===== src/rtl/ceu_div_scheduler_pkg.sv =====
// Shared types and IEEE-754 helpers for the CEU divide request scheduler.
package ceu_div_pkg;

  typedef enum logic [2:0] {
    S_DRAIN = 3'd0,
    S_IDLE  = 3'd1,
    S_ISSUE = 3'd2,
    S_WAIT  = 3'd3,
    S_OUT   = 3'd4
  } sched_state_t;

  // Positive quiet NaN, returned for 0/0
  localparam logic [63:0] DBL_QNAN    = 64'h7FF8_0000_0000_0000;
  // Infinity without its sign bit; the sign is num[63]^den[63]
  localparam logic [62:0] DBL_INF_MAG = {11'h7FF, 52'h0};

  // True for +0.0 and -0.0 (sign bit ignored)
  function automatic logic is_dbl_zero(input logic [63:0] x);
    return (x[62:0] == 63'd0);
  endfunction

endpackage


===== src/rtl/ceu_div_scheduler_if.sv =====
// Request, divider and result bus of the CEU divide scheduler.
// slave: the scheduler's view; master: the surrounding datapath/divider view.
interface ceu_div_scheduler_if #(
  parameter int DBL_WIDTH = 64,
  parameter int TAG_WIDTH = 4
);
  logic                 req_valid;
  logic                 req_ready;
  logic [DBL_WIDTH-1:0] req_num;
  logic [DBL_WIDTH-1:0] req_den;
  logic [TAG_WIDTH-1:0] req_tag;

  logic                 div_valid;
  logic [DBL_WIDTH-1:0] div_num;
  logic [DBL_WIDTH-1:0] div_den;
  logic                 div_finish;
  logic [DBL_WIDTH-1:0] div_quot;

  logic                 res_valid;
  logic                 res_ready;
  logic [DBL_WIDTH-1:0] res_quot;
  logic [TAG_WIDTH-1:0] res_tag;
  logic                 res_dz;

  logic                 busy;

  modport slave (
    input  req_valid, req_num, req_den, req_tag, div_finish, div_quot, res_ready,
    output req_ready, div_valid, div_num, div_den, res_valid, res_quot, res_tag, res_dz, busy
  );

  modport master (
    output req_valid, req_num, req_den, req_tag, div_finish, div_quot, res_ready,
    input  req_ready, div_valid, div_num, div_den, res_valid, res_quot, res_tag, res_dz, busy
  );

endinterface


===== src/rtl/ceu_div_scheduler_req_fifo.sv =====
// Synchronous request FIFO for the divide scheduler. Push and pop in the same
// cycle are allowed even when full; occupancy is then unchanged.
module ceu_div_req_fifo #(
  parameter int WIDTH = 136,
  parameter int DEPTH = 8
) (
  input  logic             clk,
  input  logic             rst_n,
  input  logic             push,
  input  logic [WIDTH-1:0] wdata,
  input  logic             pop,
  output logic [WIDTH-1:0] rdata,
  output logic             full,
  output logic             empty
);
  localparam int AW = $clog2(DEPTH);

  logic [WIDTH-1:0] mem [DEPTH];
  logic [AW-1:0]    wr_ptr;
  logic [AW-1:0]    rd_ptr;
  logic [AW:0]      count;
  logic             wr_en;
  logic             rd_en;

  assign full  = (count == (AW+1)'(DEPTH));
  assign empty = (count == '0);
  assign wr_en = push && (!full || pop);
  assign rd_en = pop && !empty;
  assign rdata = mem[rd_ptr];

  // Pointers wrap modulo DEPTH; the counter alone decides full/empty
  always_ff @(posedge clk or negedge rst_n) begin
    if (!rst_n) begin
      wr_ptr <= '0;
      rd_ptr <= '0;
      count  <= '0;
    end else begin
      if (wr_en) wr_ptr <= wr_ptr + AW'(1);
      if (rd_en) rd_ptr <= rd_ptr + AW'(1);
      case ({wr_en, rd_en})
        2'b10:   count <= count + (AW+1)'(1);
        2'b01:   count <= count - (AW+1)'(1);
        default: count <= count;
      endcase
    end
  end

  // Storage is not reset; stale contents are unreachable once the FIFO is empty
  always_ff @(posedge clk) begin
    if (wr_en) mem[wr_ptr] <= wdata;
  end

endmodule


===== src/rtl/ceu_div_scheduler.sv =====
// Upstream scheduler for the CEU double-precision divider: queues tagged divide
// requests, issues one at a time, returns quotients in request order.
// Optional: define CEU_DIV_ZERO_CHECK_EN to answer x/0 locally (inf or qNaN,
// res_dz=1) without using the divider.
module ceu_div_scheduler #(
  parameter int DBL_WIDTH    = 64,
  parameter int TAG_WIDTH    = 4,
  parameter int DEPTH        = 8,
  parameter int DRAIN_CYCLES = 64
) (
  input logic               clk,
  input logic               rst_n,
  ceu_div_scheduler_if.slave bus
);
  import ceu_div_pkg::*;

  localparam int EW = TAG_WIDTH + 2*DBL_WIDTH;
  localparam int CW = $clog2(DRAIN_CYCLES + 1);

  sched_state_t         state;
  logic [CW-1:0]        drain_cnt;
  logic                 active;
  logic [DBL_WIDTH-1:0] num_q;
  logic [DBL_WIDTH-1:0] den_q;
  logic [TAG_WIDTH-1:0] tag_q;
  logic                 div_valid_q;
  logic                 res_valid_q;
  logic [DBL_WIDTH-1:0] res_quot_q;
  logic                 res_dz_q;

  logic                 fifo_full;
  logic                 fifo_empty;
  logic                 fifo_push;
  logic                 fifo_pop;
  logic [EW-1:0]        fifo_rdata;
  logic [DBL_WIDTH-1:0] head_num;
  logic [DBL_WIDTH-1:0] head_den;
  logic [TAG_WIDTH-1:0] head_tag;
  logic                 bypass;
  logic [DBL_WIDTH-1:0] special_quot;

  assign fifo_push = bus.req_valid && bus.req_ready;
  assign fifo_pop  = (state == S_IDLE) && !fifo_empty;
  assign head_num  = fifo_rdata[DBL_WIDTH-1:0];
  assign head_den  = fifo_rdata[2*DBL_WIDTH-1:DBL_WIDTH];
  assign head_tag  = fifo_rdata[EW-1:2*DBL_WIDTH];

  ceu_div_req_fifo #(.WIDTH(EW), .DEPTH(DEPTH)) u_fifo (
    .clk   (clk),
    .rst_n (rst_n),
    .push  (fifo_push),
    .wdata ({bus.req_tag, bus.req_den, bus.req_num}),
    .pop   (fifo_pop),
    .rdata (fifo_rdata),
    .full  (fifo_full),
    .empty (fifo_empty)
  );

`ifdef CEU_DIV_ZERO_CHECK_EN
  assign bypass       = is_dbl_zero(head_den);
  assign special_quot = is_dbl_zero(head_num) ? DBL_QNAN
                                              : {head_num[63] ^ head_den[63], DBL_INF_MAG};
`else
  assign bypass       = 1'b0;
  assign special_quot = '0;
`endif

  // Low during reset and for the first edge after release so handshake outputs read 0
  always_ff @(posedge clk or negedge rst_n) begin
    if (!rst_n) active <= 1'b0;
    else        active <= 1'b1;
  end

  // Single-outstanding issue FSM; div_valid is registered one cycle behind S_ISSUE
  always_ff @(posedge clk or negedge rst_n) begin
    if (!rst_n) begin
      state       <= S_DRAIN;
      drain_cnt   <= '0;
      num_q       <= '0;
      den_q       <= '0;
      tag_q       <= '0;
      div_valid_q <= 1'b0;
      res_valid_q <= 1'b0;
      res_quot_q  <= '0;
      res_dz_q    <= 1'b0;
    end else begin
      div_valid_q <= (state == S_ISSUE);
      case (state)
        S_DRAIN: begin
          if (drain_cnt == CW'(DRAIN_CYCLES)) state <= S_IDLE;
          else                                drain_cnt <= drain_cnt + CW'(1);
        end
        S_IDLE: begin
          if (!fifo_empty) begin
            num_q <= head_num;
            den_q <= head_den;
            tag_q <= head_tag;
            if (bypass) begin
              res_quot_q  <= special_quot;
              res_dz_q    <= 1'b1;
              res_valid_q <= 1'b1;
              state       <= S_OUT;
            end else begin
              state <= S_ISSUE;
            end
          end
        end
        S_ISSUE: state <= S_WAIT;
        S_WAIT: begin
          if (bus.div_finish) begin
            res_quot_q  <= bus.div_quot;
            res_dz_q    <= 1'b0;
            res_valid_q <= 1'b1;
            state       <= S_OUT;
          end
        end
        S_OUT: begin
          if (bus.res_ready) begin
            res_valid_q <= 1'b0;
            res_dz_q    <= 1'b0;
            state       <= S_IDLE;
          end
        end
        default: state <= S_DRAIN;
      endcase
    end
  end

  assign bus.req_ready = active && !fifo_full;
  assign bus.busy      = active && (!fifo_empty || (state != S_IDLE));
  assign bus.div_valid = div_valid_q;
  assign bus.div_num   = num_q;
  assign bus.div_den   = den_q;
  assign bus.res_valid = res_valid_q;
  assign bus.res_quot  = res_quot_q;
  assign bus.res_tag   = tag_q;
  assign bus.res_dz    = res_dz_q;

endmodule


===== src/flat_wrapper.sv =====
// flat-port wrapper written by rule: the top's interface ports become plain ports
module ceu_div_scheduler_flat import ceu_div_pkg::*;
#(
  parameter int DBL_WIDTH    = 64,
  parameter int TAG_WIDTH    = 4,
  parameter int DEPTH        = 8,
  parameter int DRAIN_CYCLES = 64
)
  (clk, rst_n, bus_req_valid, bus_req_num, bus_req_den, bus_req_tag, bus_div_finish, bus_div_quot, bus_res_ready, bus_req_ready, bus_div_valid, bus_div_num, bus_div_den, bus_res_valid, bus_res_quot, bus_res_tag, bus_res_dz, bus_busy);
  ceu_div_scheduler_if #(.DBL_WIDTH(DBL_WIDTH), .TAG_WIDTH(TAG_WIDTH)) bus_i ();
  input logic clk;
  input logic rst_n;
  input wire logic [$bits(bus_i.req_valid)-1:0] bus_req_valid;
  input wire logic [$bits(bus_i.req_num)-1:0] bus_req_num;
  input wire logic [$bits(bus_i.req_den)-1:0] bus_req_den;
  input wire logic [$bits(bus_i.req_tag)-1:0] bus_req_tag;
  input wire logic [$bits(bus_i.div_finish)-1:0] bus_div_finish;
  input wire logic [$bits(bus_i.div_quot)-1:0] bus_div_quot;
  input wire logic [$bits(bus_i.res_ready)-1:0] bus_res_ready;
  output wire logic [$bits(bus_i.req_ready)-1:0] bus_req_ready;
  output wire logic [$bits(bus_i.div_valid)-1:0] bus_div_valid;
  output wire logic [$bits(bus_i.div_num)-1:0] bus_div_num;
  output wire logic [$bits(bus_i.div_den)-1:0] bus_div_den;
  output wire logic [$bits(bus_i.res_valid)-1:0] bus_res_valid;
  output wire logic [$bits(bus_i.res_quot)-1:0] bus_res_quot;
  output wire logic [$bits(bus_i.res_tag)-1:0] bus_res_tag;
  output wire logic [$bits(bus_i.res_dz)-1:0] bus_res_dz;
  output wire logic [$bits(bus_i.busy)-1:0] bus_busy;
  assign bus_i.req_valid = bus_req_valid;
  assign bus_i.req_num = bus_req_num;
  assign bus_i.req_den = bus_req_den;
  assign bus_i.req_tag = bus_req_tag;
  assign bus_i.div_finish = bus_div_finish;
  assign bus_i.div_quot = bus_div_quot;
  assign bus_i.res_ready = bus_res_ready;
  assign bus_req_ready = bus_i.req_ready;
  assign bus_div_valid = bus_i.div_valid;
  assign bus_div_num = bus_i.div_num;
  assign bus_div_den = bus_i.div_den;
  assign bus_res_valid = bus_i.res_valid;
  assign bus_res_quot = bus_i.res_quot;
  assign bus_res_tag = bus_i.res_tag;
  assign bus_res_dz = bus_i.res_dz;
  assign bus_busy = bus_i.busy;
  ceu_div_scheduler #(.DBL_WIDTH(DBL_WIDTH), .TAG_WIDTH(TAG_WIDTH), .DEPTH(DEPTH), .DRAIN_CYCLES(DRAIN_CYCLES)) u_core (.clk(clk), .rst_n(rst_n), .bus(bus_i));
endmodule

===== config.mk =====
export PLATFORM = sky130hd
export DESIGN_NAME = ceu_div_scheduler_flat
export DESIGN_NICKNAME = d
export VERILOG_FILES = /design/src/rtl/ceu_div_scheduler_pkg.sv /design/src/rtl/ceu_div_scheduler_if.sv /design/src/rtl/ceu_div_scheduler_req_fifo.sv /design/src/rtl/ceu_div_scheduler.sv /design/src/flat_wrapper.sv
export SDC_FILE = /design/constraint.sdc
export NUM_CORES = 1
export LEC_CHECK = 0
export ABC_AREA = 1
export BUFFER_PORTS_ARGS = -buffer_cell sky130_fd_sc_hd__buf_2
export CORE_ASPECT_RATIO = 0.7
export CORE_UTILIZATION = 62
export DETAILED_ROUTE_END_ITERATION = 8
export HOLD_SLACK_MARGIN = 0.08
export PLACE_DENSITY = 0.82
export SYNTH_ARGS = -nofsm -noshare
export SYNTH_HDL_FRONTEND = slang
export SYNTH_SLANG_ARGS = --single-unit

===== constraint.sdc =====
create_clock -name clk -period 21.6 [get_ports clk]
set_input_delay 1.08 -clock clk [delete_from_list [all_inputs] [get_ports clk]]
set_output_delay 1.08 -clock clk [all_outputs]
set_load 0.01 [all_outputs]

==> metrics.txt, run 1 <==
# TYPE chip_impl_metric gauge
chip_impl_metric{name="synthesis.area",unit="sq um"} 49700
chip_impl_metric{name="timing.slew.headroom",unit="%"} 14.3
chip_impl_metric{name="n_fill_cell",unit=""} 5059
chip_impl_metric{name="worstPathArrival",unit="ps"} 4680
chip_impl_metric{name="slew_violations",unit=""} 0
chip_impl_metric{name="dr_total_vias",unit=""} 32000
chip_impl_metric{name="tightestPinTransition",unit="ps"} 1290
chip_impl_metric{name="postLayoutSetupSlackWorst",unit="ps"} 17480
chip_impl_info{name="synth_common_cells",value="edfxtp_1, nor2_1, nand2_1"} 1
chip_impl_metric{name="die-height",unit="microns"} 239
chip_impl_metric{name="dr.pass1.iters",unit=""} 7
chip_impl_metric{name="avgViaCountPerCell",unit=""} 5.88
chip_impl_metric{name="async_flop_share",unit="%"} 17.2
chip_impl_metric{name="floorplan.die_area",unit="sq um"} 81300
chip_impl_info{name="worst_r2r_startpoint",value="u_core.u_fifo.rd_ptr[1]"} 1
chip_impl_metric{name="dp_hpwl",unit="microns"} 59300
chip_impl_metric{name="average_wire_length_per_cell_after_detail_routing",unit="microns"} 21.6
chip_impl_metric{name="number_of_global_route_vias_before_repair",unit=""} 31100
chip_impl_info{name="post-synth-top-count-cell",value="edfxtp_1"} 1
chip_impl_metric{name="ctsHtreeMaxLevel",unit=""} 3
chip_impl_metric{name="finalCritPeriodShare",unit="%"} 19.1
chip_impl_metric{name="grt_pass1_wl",unit="microns"} 179000
chip_impl_info{name="top_post_synthesis_cells_by_area",value="edfxtp_1, dfrtp_1, nor2_1, nand3_1, nand2_1"} 1
chip_impl_metric{name="area.growth.synth_to_final",unit="%"} 12.6
chip_impl_metric{name="gp_weighted_congestion",unit=""} 0.771
chip_impl_metric{name="post_cts.repair.setup_buffers",unit=""} 0
chip_impl_metric{name="achievable-frequency",unit="MHz"} 243
chip_impl_metric{name="dr.first_iter.drc_count",unit=""} 4246
chip_impl_metric{name="io_pins",unit=""} 402
chip_impl_info{name="holdCritStartpoint",value="u_core.bus.div_num[21]"} 1
chip_impl_metric{name="coreArea",unit="sq um"} 79000
chip_impl_metric{name="worstPathMaxFanout",unit=""} 189
chip_impl_info{name="holdCritPathClass",value="register to register"} 1
chip_impl_metric{name="postLayoutCoreUtil",unit="%"} 70.8
chip_impl_metric{name="synth.ff_latch_count",unit=""} 1275
chip_impl_info{name="synth_area_leader_cell",value="edfxtp_1"} 1
chip_impl_info{name="clock_tree.root_cell",value="clkbuf_16"} 1
chip_impl_info{name="synth_ff_type",value="edfxtp_1"} 1
chip_impl_metric{name="die-width",unit="microns"} 340
chip_impl_metric{name="pre_cts_ws",unit="ps"} 17510
chip_impl_metric{name="tritoncts_buffers",unit=""} 112
chip_impl_metric{name="syn_inst",unit=""} 3964
chip_impl_metric{name="worst-endpoint-required",unit="ps"} 22160
chip_impl_metric{name="cts-resized-gates",unit=""} 0
chip_impl_metric{name="grt_start_max_net_pins",unit=""} 267
chip_impl_metric{name="p_per_area",unit="nW/um^2"} 90.4
chip_impl_metric{name="cts_max_path_buffers",unit=""} 3
chip_impl_info{name="cts_tree",value="done"} 1
chip_impl_info{name="startpoint_type",value="register"} 1
chip_impl_info{name="crit_path_start",value="u_core.u_fifo.rd_ptr[1]"} 1
chip_impl_metric{name="period_minus_slack",unit="ps"} 4120
chip_impl_metric{name="power.ir.vdd_worst",unit="mV"} 0.0673
chip_impl_metric{name="port-buffer-count",unit=""} 400
chip_impl_metric{name="cts-hold-fix-buffers",unit=""} 0
chip_impl_metric{name="post_synthesis_cell_type_count",unit=""} 26
chip_impl_metric{name="synth.yosys.warnings",unit=""} 0
chip_impl_metric{name="worst_skew_pair_later_pin_latency",unit="ps"} 680
chip_impl_metric{name="total_routing_usage_reported_by_global_routing",unit="%"} 28.7
chip_impl_metric{name="timing_hold_violations_final",unit=""} 0
chip_impl_metric{name="ant_nets",unit=""} 0
chip_impl_info{name="worst_setup_path_end_kind",value="register"} 1
chip_impl_metric{name="drc_violations",unit=""} 0
chip_impl_metric{name="clk_pin_slew_worst_paths",unit="ps"} 70
chip_impl_metric{name="num-nets-final",unit=""} 4479
chip_impl_info{name="grt_setup_unrepaired",value="no"} 1
chip_impl_metric{name="floorplan.initialDensity",unit="%"} 62.9
chip_impl_metric{name="globalRouteOverflowTotal",unit=""} 0
chip_impl_metric{name="maxCapViolCount",unit=""} 0
chip_impl_metric{name="detail_route.wirelength",unit="microns"} 117000
chip_impl_metric{name="antenna_found_initial",unit=""} 19
chip_impl_metric{name="finalClockSkew",unit="ps"} 32.6
chip_impl_info{name="critPathKind",value="register to register"} 1
chip_impl_metric{name="synth_fp_nets",unit=""} 4172
chip_impl_metric{name="syn_avg_cell_area",unit="sq um"} 12.5
chip_impl_metric{name="floorplan.rows",unit=""} 86
chip_impl_metric{name="total_leakage_power",unit="uW"} 0.0215
chip_impl_metric{name="setup_violations",unit=""} 0
chip_impl_info{name="run_status",value="finished clean"} 1
chip_impl_metric{name="synth_largest_type_area_fraction",unit="%"} 63.8
chip_impl_metric{name="layout.cell_area.non_filler",unit="sq um"} 55900
chip_impl_metric{name="synth-edff-count",unit=""} 1056
chip_impl_metric{name="synth_seq_area_share",unit="%"} 74.9
chip_impl_metric{name="layout-drive-gt1-share",unit="%"} 15.4
chip_impl_metric{name="totalNegativeSetupSlack",unit="ps"} 0
chip_impl_metric{name="placed_area",unit="sq um"} 52300
chip_impl_metric{name="sinks_on_the_clock_net",unit=""} 1275
logic make-up after synthesis:
family          count (synthesis)  synth area share (%)
compound gates                540                  6.11
buf+inv                       396                  3.53
xor+xnor                       11                 0.194
flops                        1275                  74.9
other cells                     2                0.0151
mux                            64                  1.45
fa+ha+maj                       7                 0.176
simple gates                 1669                  13.7
layout by cell type (no fill, tap or decap), drive strengths merged:
master    instances
bufinv            5
o21ai           403
o31ai             1
o211ai          132
inv             156
nand2           442
nor3             11
a21oi             3
dfrtp           219
conb              2
nor2            809
mux2             64
nand3           404
clkinv           29
clkbuf          174
clkinvlp          1
diode            14
xnor2             2
buf             434
nand4             1
ha                7
xor2              9
edfxtp         1056
a31oi             1
nand3b            2
critical path, stage by stage (launching register included):
cell     delay (ps)
dfrtp_4         760
inv_8           740
buf_12          720
buf_4           840
nor2_1          150
o21ai_1         140
nand3_1         110
nand3_1         150
nand2_1          70
stage by stage:
stage / instances / total power [uW] / hold slack (ps)
after CTS: 5423 / 5070 / 477
after global routing: 5432 / 5190 / 488
after detailed placement: 5213 / 3150 / 461
after floorplan: 3964 / 3060 / 483
final: 5437 / 5060 / 473
after global placement: 5213 / 3130 / 457
metal layers:
| layer | global-route usage [%] | share of wire, % | routed length, microns |
|---|---|---|---|
| met5 | 0 | 0.055 | 65 |
| met4 | 9.50 | 2.5 | 2980 |
| met3 | 4.87 | 9.1 | 10600 |
| met2 | 45.8 | 48 | 56800 |
| met1 | 40.7 | 40 | 47000 |
sequential cells by signal, summed over array words and instances (netlist names):
name,count
u_core.active,1
u_core.bus.div_den,64
u_core.bus.div_num,64
u_core.bus.div_valid,1
u_core.bus.res_quot,64
u_core.bus.res_tag,4
u_core.bus.res_valid,1
u_core.drain_cnt,7
u_core.state,3
u_core.u_fifo.count,4
u_core.u_fifo.mem,1056
u_core.u_fifo.rd_ptr,3
u_core.u_fifo.wr_ptr,3
where the power goes:
group / leakage, uW / internal [uW] / switching (uW)
Sequential: 0.0126 / 2830 / 37.9
Combinational: 0.00718 / 46.8 / 182
Clock: 0.00176 / 1100 / 857
path summary, 6_finish.rpt:
kind | cells past startpoint | slack, ps | endpoint
worst max-delay path | 8 | 17480 | u_core.bus.div_den[57]
worst max register to register | 8 | 17480 | u_core.bus.div_den[57]
worst min-delay path | 2 | 470 | u_core.bus.div_num[21]
worst min register to register | 2 | 470 | u_core.bus.div_num[21]
min in group asynchronous | 1 | 500 | u_core.bus.res_quot[54]
max in group asynchronous | 2 | 19560 | u_core.u_fifo.rd_ptr[1]
final cells by class:
type | instances | area [sq um] | area share, %
Clock buffer | 174 | 3290 | 5.88
Sequential cell | 1275 | 37200 | 66.5
Timing Repair Buffer | 434 | 2370 | 4.23
Clock inverter | 36 | 315 | 0.564
Multi-Input combinational cell | 2293 | 10800 | 19.3
Antenna cell | 14 | 35.0 | 0.0626
Tap cell | 1056 | 1320 | 2.36
Inverter | 155 | 604 | 1.08
(Power assumes the default switching activity.)
==> inputs of run 2 (changes only) <==
--- a/config.mk
+++ b/config.mk
@@ -8,10 +8,10 @@
 export ABC_AREA = 1
 export BUFFER_PORTS_ARGS = -buffer_cell sky130_fd_sc_hd__buf_2
 export CORE_ASPECT_RATIO = 0.7
-export CORE_UTILIZATION = 62
+export CORE_UTILIZATION = 54
 export DETAILED_ROUTE_END_ITERATION = 8
 export HOLD_SLACK_MARGIN = 0.08
-export PLACE_DENSITY = 0.82
+export PLACE_DENSITY = 0.76
 export SYNTH_ARGS = -nofsm -noshare
 export SYNTH_HDL_FRONTEND = slang
 export SYNTH_SLANG_ARGS = --single-unit
==> constraint.sdc (replaced) <==
create_clock -name clk -period 3.64 [get_ports clk]
set_input_delay 0.182 -clock clk [delete_from_list [all_inputs] [get_ports clk]]
set_output_delay 0.182 -clock clk [all_outputs]
set_load 0.01 [all_outputs]
==> run 2 against run 1 <==
Compared with the run above:
- die area is 15% higher
- worst setup slack got worse by 16000 ps
- largest power group unchanged
- non-clock buffer count increased by 215
- via count grew 1.8%
- global-route usage fell by 2.9 points
- register-to-register slack got worse by 16000 ps
- clock power rose to 6.4 times the previous value
==> metrics.txt, run 2 (synthesis results as in run 1) <==
# TYPE chip_impl_metric gauge
chip_impl_metric{name="floorplan.die_area",unit="sq um"} 93200
chip_impl_metric{name="dp_hpwl",unit="microns"} 58200
chip_impl_metric{name="layout-drive-gt1-share",unit="%"} 15.6
chip_impl_metric{name="drc_violations",unit=""} 0
chip_impl_metric{name="whs",unit="ps"} 129
chip_impl_metric{name="floorplan.initialDensity",unit="%"} 54.8
chip_impl_info{name="startpoint_type",value="register"} 1
chip_impl_metric{name="worst-endpoint-required",unit="ps"} 3960
chip_impl_metric{name="worstPathMaxFanout",unit=""} 85
chip_impl_metric{name="worst_skew_pair_later_pin_latency",unit="ps"} 710
chip_impl_metric{name="period_minus_slack",unit="ps"} 2580
chip_impl_metric{name="area.growth.synth_to_final",unit="%"} 18.6
chip_impl_metric{name="sinks_on_the_clock_net",unit=""} 1275
chip_impl_info{name="clock_tree.root_cell",value="clkbuf_16"} 1
chip_impl_metric{name="dr.pass1.iters",unit=""} 5
chip_impl_metric{name="cts_max_path_buffers",unit=""} 3
chip_impl_metric{name="avgViaCountPerCell",unit=""} 5.60
chip_impl_info{name="grt_setup_unrepaired",value="no"} 1
chip_impl_metric{name="num-nets-final",unit=""} 4696
chip_impl_metric{name="p_per_area",unit="nW/um^2"} 530
chip_impl_metric{name="coreArea",unit="sq um"} 90600
chip_impl_metric{name="grt_start_max_net_pins",unit=""} 224
chip_impl_metric{name="detail_route.wirelength",unit="microns"} 121000
chip_impl_info{name="run_status",value="finished clean"} 1
chip_impl_metric{name="total_routing_usage_reported_by_global_routing",unit="%"} 25.8
chip_impl_metric{name="timing.slew.headroom",unit="%"} 32.3
chip_impl_metric{name="achievable-frequency",unit="MHz"} 388
chip_impl_info{name="layout.cells.most_common_list",value="edfxtp_1, nor2_1, nand2_1"} 1
chip_impl_metric{name="die-height",unit="microns"} 256
chip_impl_metric{name="tritoncts_buffers",unit=""} 114
chip_impl_info{name="holdCritPathClass",value="primary input to asynchronous set/reset pin"} 1
chip_impl_info{name="commonest_non_fill_non_tap_cell_in_the_layout",value="edfxtp_1"} 1
chip_impl_metric{name="postLayoutCoreUtil",unit="%"} 65.0
chip_impl_metric{name="tightestPinTransition",unit="ps"} 1020
chip_impl_metric{name="floorplan.rows",unit=""} 92
chip_impl_metric{name="pre_cts_ws",unit="ps"} 1090
chip_impl_metric{name="die-width",unit="microns"} 365
chip_impl_info{name="register_with_the_most_flip_flops",value="u_core.u_fifo.mem"} 1
chip_impl_metric{name="cts-resized-gates",unit=""} 0
chip_impl_metric{name="total_leakage_power",unit="uW"} 0.0227
chip_impl_metric{name="average_wire_length_per_cell_after_detail_routing",unit="microns"} 20.8
chip_impl_metric{name="ant_nets",unit=""} 0
chip_impl_metric{name="clk_pin_slew_worst_paths",unit="ps"} 60
chip_impl_metric{name="finalCritPeriodShare",unit="%"} 70.8
chip_impl_metric{name="power.ir.vdd_worst",unit="mV"} 0.404
chip_impl_metric{name="maxCapViolCount",unit=""} 0
chip_impl_metric{name="slew_violations",unit=""} 0
chip_impl_metric{name="dr_total_vias",unit=""} 32600
chip_impl_metric{name="setup_violations",unit=""} 0
chip_impl_metric{name="worstPathArrival",unit="ps"} 2900
chip_impl_metric{name="dr.first_iter.drc_count",unit=""} 3027
chip_impl_metric{name="gp_weighted_congestion",unit=""} 0.780
chip_impl_metric{name="grt_pass1_wl",unit="microns"} 184000
chip_impl_metric{name="timing_hold_violations_final",unit=""} 0
chip_impl_metric{name="n_fill_cell",unit=""} 6350
chip_impl_info{name="worst_setup_path_end_kind",value="register"} 1
chip_impl_metric{name="port-buffer-count",unit=""} 400
chip_impl_metric{name="io_pins",unit=""} 402
chip_impl_metric{name="number_of_flip_flops_in_the_largest_register",unit=""} 1056
chip_impl_info{name="critPathKind",value="register to register"} 1
chip_impl_metric{name="number_of_global_route_vias_before_repair",unit=""} 31900
chip_impl_metric{name="globalRouteOverflowTotal",unit=""} 0
chip_impl_info{name="cts_tree",value="done"} 1
chip_impl_metric{name="ctsHtreeMaxLevel",unit=""} 3
chip_impl_metric{name="antenna_found_initial",unit=""} 12
chip_impl_metric{name="finalClockSkew",unit="ps"} 26.0
chip_impl_metric{name="worst_reg_to_reg_cells",unit=""} 5
chip_impl_metric{name="postLayoutSetupSlackWorst",unit="ps"} 1060
-- run 2: area by class of cell --
| type | count | area (sq um) | share of cell area [%] |
|---|---|---|---|
| multi-input combinational | 2293 | 10900 | 18.4 |
| timing repair buffer | 649 | 4750 | 8.07 |
| clock inverter | 70 | 827 | 1.40 |
| clock buffer | 147 | 3120 | 5.30 |
| antenna | 5 | 12.5 | 0.0212 |
| sequential | 1275 | 37200 | 63.2 |
| inverter | 155 | 604 | 1.03 |
| tap | 1222 | 1530 | 2.60 |
-- run 2: metrics by stage --
step	cells	instance area [sq um]	setup TNS [ps]	power [uW]
3_5_place_dp	5395	53000	0	18800
4_1_cts	5811	58900	0	31400
3_3_place_gp	5395	53000	0	18700
5_1_grt	5813	58900	0	32100
6_report	5816	58900	0	31200
2_1_floorplan	3964	49800	-832390	18000
-- run 2: power by group --
group / total (uW) / internal (uW) / switching, uW
Combinational: 1660 / 464 / 1190
Clock: 12600 / 7270 / 5290
Sequential: 17000 / 16800 / 230
-- run 2: repair_timing --
item	CTS	global route
hold endpoints to repair	1238	0
buffers inserted	0	0
hold buffers	199	0
-- run 2: routing by layer --
metal  vias up  global-route usage, %  routed length (microns)
met5         -                      0                       69
met1     16100                   35.7                    50100
met3       249                   4.21                     8830
met2      1287                   42.0                    59100
met4        12                   8.04                     3100
li1      15000                      -                        -
-- run 2: worst paths after layout --
kind / startpoint / endpoint / slack [ps]
max reg2reg: u_core.u_fifo.count[0] / u_core.u_fifo.mem[3][96] / 1060
min reg2reg: u_core.bus.div_num[45] / u_core.bus.div_num[45] / 470
max in group asynchronous: rst_n / u_core.bus.div_num[14] / 2500
min: rst_n / u_core.bus.res_tag[3] / 130
min in group clk: bus_req_valid / u_core.u_fifo.wr_ptr[1] / 190
max: u_core.u_fifo.count[0] / u_core.u_fifo.mem[3][96] / 1060
-- run 2: critical path, cell delays in order, from the launching register on --
cell     delay, ps
dfrtp_1        430
nor2_2         110
nand3_1        100
nand3_2        460
nor3_4         430
buf_12         490
